### src/rtl/noc_input_unit_pkg.sv
// Shared NoC input-unit definitions: output port codes, flit types, FSM states.
// Optional NOC_IU_ERR_CHK_EN protocol checking lives in noc_input_unit.
package noc_input_unit_pkg;

    localparam logic [2:0] EMPTY          = 3'd7;
    localparam logic [2:0] OUT_LOCAL_PORT = 3'd0;
    localparam logic [2:0] OUT_X1_PORT    = 3'd1;
    localparam logic [2:0] OUT_Y1_PORT    = 3'd2;

    localparam logic [1:0] FT_BODY   = 2'b00;
    localparam logic [1:0] FT_HEAD   = 2'b01;
    localparam logic [1:0] FT_TAIL   = 2'b10;
    localparam logic [1:0] FT_SINGLE = 2'b11;

    typedef enum logic [1:0] {
        IDLE,
        ROUTE,
        ACTIVE
    } iu_state_e;

    function automatic logic is_head(input logic [1:0] t);
        return (t == FT_HEAD) || (t == FT_SINGLE);
    endfunction

    function automatic logic is_tail(input logic [1:0] t);
        return (t == FT_TAIL) || (t == FT_SINGLE);
    endfunction

    // X is resolved before Y (dimension-ordered routing).
    function automatic logic [2:0] route_port(
        input logic       dx,
        input logic [1:0] dy,
        input logic       lx,
        input logic [1:0] ly
    );
        if (dx != lx) begin
            return OUT_X1_PORT;
        end
        if (dy != ly) begin
            return OUT_Y1_PORT;
        end
        return OUT_LOCAL_PORT;
    endfunction

endpackage

### src/rtl/noc_flit_fifo.sv
// Flit FIFO with wrap-bit pointers; full/empty come from the pointers alone.
// Push is refused when full regardless of a same-cycle pop.
module noc_flit_fifo #(
    parameter int FLIT_W = 32,
    parameter int DEPTH  = 4
) (
    input  logic              clk,
    input  logic              rst_n,
    input  logic              push_i,
    input  logic              pop_i,
    input  logic [FLIT_W-1:0] wdata_i,
    output logic [FLIT_W-1:0] rdata_o,
    output logic              full_o,
    output logic              empty_o
);

    localparam int AW = $clog2(DEPTH);

    logic [AW:0]       wptr_q;
    logic [AW:0]       rptr_q;
    logic [FLIT_W-1:0] mem_q [DEPTH];
    logic              do_push;
    logic              do_pop;

    assign full_o  = (wptr_q[AW] != rptr_q[AW])
                  && (wptr_q[AW-1:0] == rptr_q[AW-1:0]);
    assign empty_o = (wptr_q == rptr_q);
    assign do_push = push_i && !full_o;
    assign do_pop  = pop_i && !empty_o;
    assign rdata_o = mem_q[rptr_q[AW-1:0]];

    always_ff @(posedge clk or negedge rst_n) begin
        if (!rst_n) begin
            wptr_q <= '0;
            rptr_q <= '0;
        end else begin
            if (do_push) begin
                wptr_q <= wptr_q + {{AW{1'b0}}, 1'b1};
            end
            if (do_pop) begin
                rptr_q <= rptr_q + {{AW{1'b0}}, 1'b1};
            end
        end
    end

    always_ff @(posedge clk or negedge rst_n) begin
        if (!rst_n) begin
            for (int i = 0; i < DEPTH; i++) begin
                mem_q[i] <= '0;
            end
        end else if (do_push) begin
            mem_q[wptr_q[AW-1:0]] <= wdata_i;
        end
    end

endmodule

### src/rtl/noc_input_unit.sv
// NoC router input unit: flit FIFO, route compute and per-packet FSM.
// Define NOC_IU_ERR_CHK_EN to drop stray body/tail flits and flag errors.
module noc_input_unit
    import noc_input_unit_pkg::*;
#(
    parameter int         FLIT_W  = 32,
    parameter int         DEPTH   = 4,
    parameter logic       LOCAL_X = 1'b0,
    parameter logic [1:0] LOCAL_Y = 2'b00
) (
    input  logic              clk,
    input  logic              rst_n,
    input  logic              en,
    input  logic              in_valid,
    input  logic [FLIT_W-1:0] in_flit,
    output logic              in_ready,
    output logic [2:0]        dst,
    output logic              dst_en,
    input  logic              grant,
    output logic              out_valid,
    output logic [FLIT_W-1:0] out_flit,
    output logic              err
);

    logic [FLIT_W-1:0] front;
    logic              full;
    logic              empty;
    logic              push;
    logic              pop;
    logic [1:0]        ftype;

    iu_state_e         state_q, state_d;
    logic [2:0]        dst_q, dst_d;
    logic              dst_en_q, dst_en_d;
    logic              ov_q, ov_d;
    logic [FLIT_W-1:0] of_q, of_d;

    assign in_ready = !full;
    assign push     = in_valid && !full;
    assign ftype    = front[FLIT_W-1 -: 2];

    noc_flit_fifo #(
        .FLIT_W (FLIT_W),
        .DEPTH  (DEPTH)
    ) u_fifo (
        .clk     (clk),
        .rst_n   (rst_n),
        .push_i  (push),
        .pop_i   (pop),
        .wdata_i (in_flit),
        .rdata_o (front),
        .full_o  (full),
        .empty_o (empty)
    );

`ifdef NOC_IU_ERR_CHK_EN
    logic err_q, err_d;
`endif

    always_comb begin
        state_d  = state_q;
        dst_d    = dst_q;
        dst_en_d = 1'b0;
        ov_d     = 1'b0;
        of_d     = of_q;
        pop      = 1'b0;
`ifdef NOC_IU_ERR_CHK_EN
        err_d    = err_q;
`endif
        if (en) begin
            unique case (state_q)
                IDLE: begin
                    if (!empty && is_head(ftype)) begin
                        state_d  = ROUTE;
                        dst_d    = route_port(front[FLIT_W-3],
                                              front[FLIT_W-4 -: 2],
                                              LOCAL_X, LOCAL_Y);
                        dst_en_d = 1'b1;
                    end
`ifdef NOC_IU_ERR_CHK_EN
                    else if (!empty) begin
                        pop   = 1'b1;
                        err_d = 1'b1;
                    end
`endif
                end
                ROUTE: begin
                    state_d = ACTIVE;
                end
                ACTIVE: begin
                    if (grant && !empty) begin
                        pop  = 1'b1;
                        ov_d = 1'b1;
                        of_d = front;
`ifdef NOC_IU_ERR_CHK_EN
                        if (is_head(ftype)) begin
                            err_d = 1'b1;
                        end
`endif
                        if (is_tail(ftype)) begin
                            state_d = IDLE;
                            dst_d   = EMPTY;
                        end
                    end
                end
                default: begin
                    state_d = IDLE;
                    dst_d   = EMPTY;
                end
            endcase
        end
    end

    always_ff @(posedge clk or negedge rst_n) begin
        if (!rst_n) begin
            state_q  <= IDLE;
            dst_q    <= EMPTY;
            dst_en_q <= 1'b0;
            ov_q     <= 1'b0;
            of_q     <= '0;
        end else begin
            state_q  <= state_d;
            dst_q    <= dst_d;
            dst_en_q <= dst_en_d;
            ov_q     <= ov_d;
            of_q     <= of_d;
        end
    end

`ifdef NOC_IU_ERR_CHK_EN
    always_ff @(posedge clk or negedge rst_n) begin
        if (!rst_n) begin
            err_q <= 1'b0;
        end else begin
            err_q <= err_d;
        end
    end
    assign err = err_q;
`else
    assign err = 1'b0;
`endif

    assign dst       = dst_q;
    assign dst_en    = dst_en_q;
    assign out_valid = ov_q;
    assign out_flit  = of_q;

endmodule

### config.mk
export PLATFORM = sky130hd
export DESIGN_NAME = noc_input_unit
export DESIGN_NICKNAME = d
export VERILOG_FILES = /design/src/rtl/noc_input_unit_pkg.sv /design/src/rtl/noc_flit_fifo.sv /design/src/rtl/noc_input_unit.sv
export SDC_FILE = /design/constraint.sdc
export NUM_CORES = 1
export LEC_CHECK = 0
export CORE_MARGIN = 1.5
export CORE_UTILIZATION = 53
export CTS_BUF_LIST = sky130_fd_sc_hd__clkbuf_8
export DETAILED_ROUTE_END_ITERATION = 10
export HOLD_SLACK_MARGIN = 0.08
export PLACE_DENSITY_LB_ADDON = 0.3
export SLEW_MARGIN = 20
export SYNTH_ARGS = -nofsm -noshare
export SYNTH_HDL_FRONTEND = slang
export SYNTH_SLANG_ARGS = --single-unit
### constraint.sdc
create_clock -name clk -period 1.7 [get_ports clk]
set_input_delay 0.17 -clock clk [delete_from_list [all_inputs] [get_ports clk]]
set_output_delay 0.17 -clock clk [all_outputs]
set_load 0.05 [all_outputs]
==> out/results.txt <==
Result of the run: complete, but fails checks
Violated checks: setup timing
Finish-stage setup viols: 166
Detailed placer's ending HPWL: 9760 um
Primary flip-flop cell chosen by synthesis mapping: sky130_fd_sc_hd__dfrtp_1
Horiz. Die Dim: 124 um
Minimum hold slack: 0.161 ns
Number of vias after detailed routing: 4205
Number of detailed-routing iterations run before antenna repair: 4
Startpoint type of the worst setup path: register
Yosys top cell by area: sky130_fd_sc_hd__dfrtp_1
Hold Fails Final Rpt: 0
Area share of the leading cell type in the synthesized netlist: 54.7%
Average routed wire per standard cell: 21.0 um
Worst min-delay path category: input port to async pin
Mean instance size in the synthesized netlist: 17.8 um^2
Row Count: 44
Area growth, synth to finish: 29.2%
Max-Cap Viols: 0
CTS H-Tree Depth: 4
Number of antenna violations at the first check in global routing: 0
Max Freq: 536 MHz
Share of async-settable or async-resettable flops after synthesis: 100%
Worst slew margin relative to its limit: 65.9%
Antenna violation net count after detailed routing: 0
Fraction of layout cells with a size suffix above 1: 54.2%
Combined global-route utilization of all metal layers: 21.5%
Pin count of the biggest net entering global routing: 64
Actual transition at the worst max-transition pin: 0.513 ns
Most used cells in the layout excluding fill and tap cells: 165 x sky130_fd_sc_hd__dfrtp_1, 123 x sky130_fd_sc_hd__mux2_4, 35 x sky130_fd_sc_hd__mux2_2, 35 x sky130_fd_sc_hd__clkdlybuf4s50_1, 33 x sky130_fd_sc_hd__buf_4
Via count of the first global-routing pass: 4388
Remaining DRCs: 0
Leak pwr: 4.82 nW
Aggregate global routing overflow: 0
CP arrival: 2.22 ns
Max-slew violation count: 0
Sequential-to-total area share from yosys stat: 55.7%
Number of I/O pins: 76
Cell types with the largest area share after synthesis: sky130_fd_sc_hd__dfrtp_1 55%, sky130_fd_sc_hd__mux2_4 16%, sky130_fd_sc_hd__mux2_2 11%
Overall die height: 124 um
Pre-CTS setup slack: -0.189 ns
Synth cell types: 31
Register-to-register setup slack: -0.16 ns
1st-iter DRT viols: 208
Final worst slack: -0.164 ns
TritonCTS clock tree: yes
Die Outline Area: 15400 um^2
RSZ-0062 raised after global routing: true
Seq. cell area: 4340 um^2
Critical path class: register to register
Sort of element at the end of the critical path: register
Worst vdd rail ir drop: 1.37 mV
CTS clk-pin slew, worst paths: 0.09 ns
Post-Synthesis Cells: 437
Clock net sink count: 173
Number of storage elements in the synthesis netlist: 173
Most common library cell in the layout ignoring fill and taps: sky130_fd_sc_hd__dfrtp_1
Post-synth EDFFs: 0
Footprint of the multi-input gates: 3460 um^2
Wirelength, routed: 16100 um
Weighted congestion reported at the end of routability-driven placement: 0.769
Required time of the critical path: 2.06 ns
Synth warn: 0
Antenna diode count: 0
Number of nets produced by synthesis: 479
Core box area: 14400 um^2
Maximum fanout along the worst path: 5
Clock Skew: 0.00920 ns
Share of the cycle needed by the critical path after routing: 110%
Routed vias/inst: 5.50
PortBufs: 74
First-pass GRT wire length: 24400 um
Nets: 610
Deepest clock path buffer count: 2
Number of buffers inserted during clock tree synthesis: 17
Total power per unit cell area: 2180 nW/um^2
Clk root buf: sky130_fd_sc_hd__clkbuf_8
Clock latency on the worst-skew pair: 0.47 ns
Cell area after synthesis: 7770 um^2
Final critical-path required period: 1.86 ns
Number of inserted filler cells in the final layout: 931
Effective utilization at floorplan: 53.9%
[routing by layer]
layer | vias up | track usage (%) | routed length [um]
li1 | 1858 | - | -
met1 | 2251 | 29.6 | 7320
met2 | 79 | 34.1 | 7940
met3 | 17 | 4.90 | 556
met4 | 0 | 6.96 | 232
met5 | - | 0 | 0
[through the flow]
stage | area [um^2] | power [mW] | setup TNS, ns | util [%] | cells
2_1_floorplan | 7810 | 14.7 | -9.45 | - | 437
3_3_place_gp | 9080 | 17.5 | -18.11 | 62.9 | 713
3_5_place_dp | 9080 | 17.9 | -22.45 | 62.9 | 713
4_1_cts | 9680 | 21.1 | -11.92 | 67.1 | 756
5_1_grt | 10000 | 23.0 | -21.48 | 69.6 | 765
6_report | 10000 | 21.9 | -15.15 | 69.6 | 765
[synth_stat cells, types with 3 or more instances]
library cell,n
sky130_fd_sc_hd__buf_2,3
sky130_fd_sc_hd__buf_4,3
sky130_fd_sc_hd__buf_6,15
sky130_fd_sc_hd__clkbuf_1,3
sky130_fd_sc_hd__dfrtp_1,170
sky130_fd_sc_hd__dfstp_2,3
sky130_fd_sc_hd__ha_1,5
sky130_fd_sc_hd__inv_1,7
sky130_fd_sc_hd__mux2_1,5
sky130_fd_sc_hd__mux2_2,75
sky130_fd_sc_hd__mux2_4,81
sky130_fd_sc_hd__mux4_2,32
sky130_fd_sc_hd__nand2_4,4
sky130_fd_sc_hd__nor2_1,3
sky130_fd_sc_hd__o21ai_0,3
sky130_fd_sc_hd__xnor2_1,5
sky130_fd_sc_hd__xor2_1,3
[worst paths after layout]
check	end	from	cells after the start
worst min-delay path	out_valid	rst_n	2
worst min register to register	u_fifo.mem_q[126]	u_fifo.mem_q[126]	1
worst max-delay path	u_fifo.mem_q[123]	u_fifo.rptr_q[2]	7
max in group asynchronous	dst[2]	rst_n	3
worst max register to register	u_fifo.mem_q[123]	u_fifo.rptr_q[2]	7
min in group clk	state_q[0]	en	2
[state kept, by name (all words and copies together), names as in the netlist]
signal,count
out_flit,32
u_fifo.rptr_q,3
u_fifo.mem_q,128
u_fifo.wptr_q,3
dst,3
state_q,2
dst_en,1
out_valid,1
[repair_timing]
action,4_1_cts,5_1_grt
endpoints found under the setup margin,194,166
setup buffers,9,5
cloned,2,7
pin swaps,1,3
gates resized for setup,48,54
hold buffers,1,0
hold endpoints to repair,170,0
[cell families (layout without fill, tap and decap cells)]
logic type	Yosys count	after routing	synth area share, %
compound gates	12	12	1.48
xor+xnor	9	9	1.11
fa+ha+maj	5	5	0.805
buf+inv	31	175	3.14
flops	173	173	55.7
mux	193	193	36.5
other cells	1	1	0.0482
simple gates	13	13	1.17
[power breakdown]
group          internal [mW]  switching (mW)
Combinational           6.54            4.94
Sequential              6.27            1.24
Clock                   1.34            1.53
Total                   14.1            7.71
[layout make-up]
cell class	count	share of cell area, %
clock inverters	14	1.43
inverters	7	0.262
repair buffers	136	15.9
well taps	184	2.29
flip-flops and latches	173	43.2
clock buffers	18	2.47
multi-input cells	233	34.5
[critical path, cell delays in order, from the launching register on]
cell	delay (ns)
sky130_fd_sc_hd__dfrtp_2	0.45
sky130_fd_sc_hd__xor2_4	0.31
sky130_fd_sc_hd__a31oi_4	0.14
sky130_fd_sc_hd__buf_12	0.17
sky130_fd_sc_hd__nand2_8	0.10
sky130_fd_sc_hd__buf_12	0.12
sky130_fd_sc_hd__clkbuf_16	0.13
sky130_fd_sc_hd__mux2_2	0.33
(Power assumes the default switching activity.)
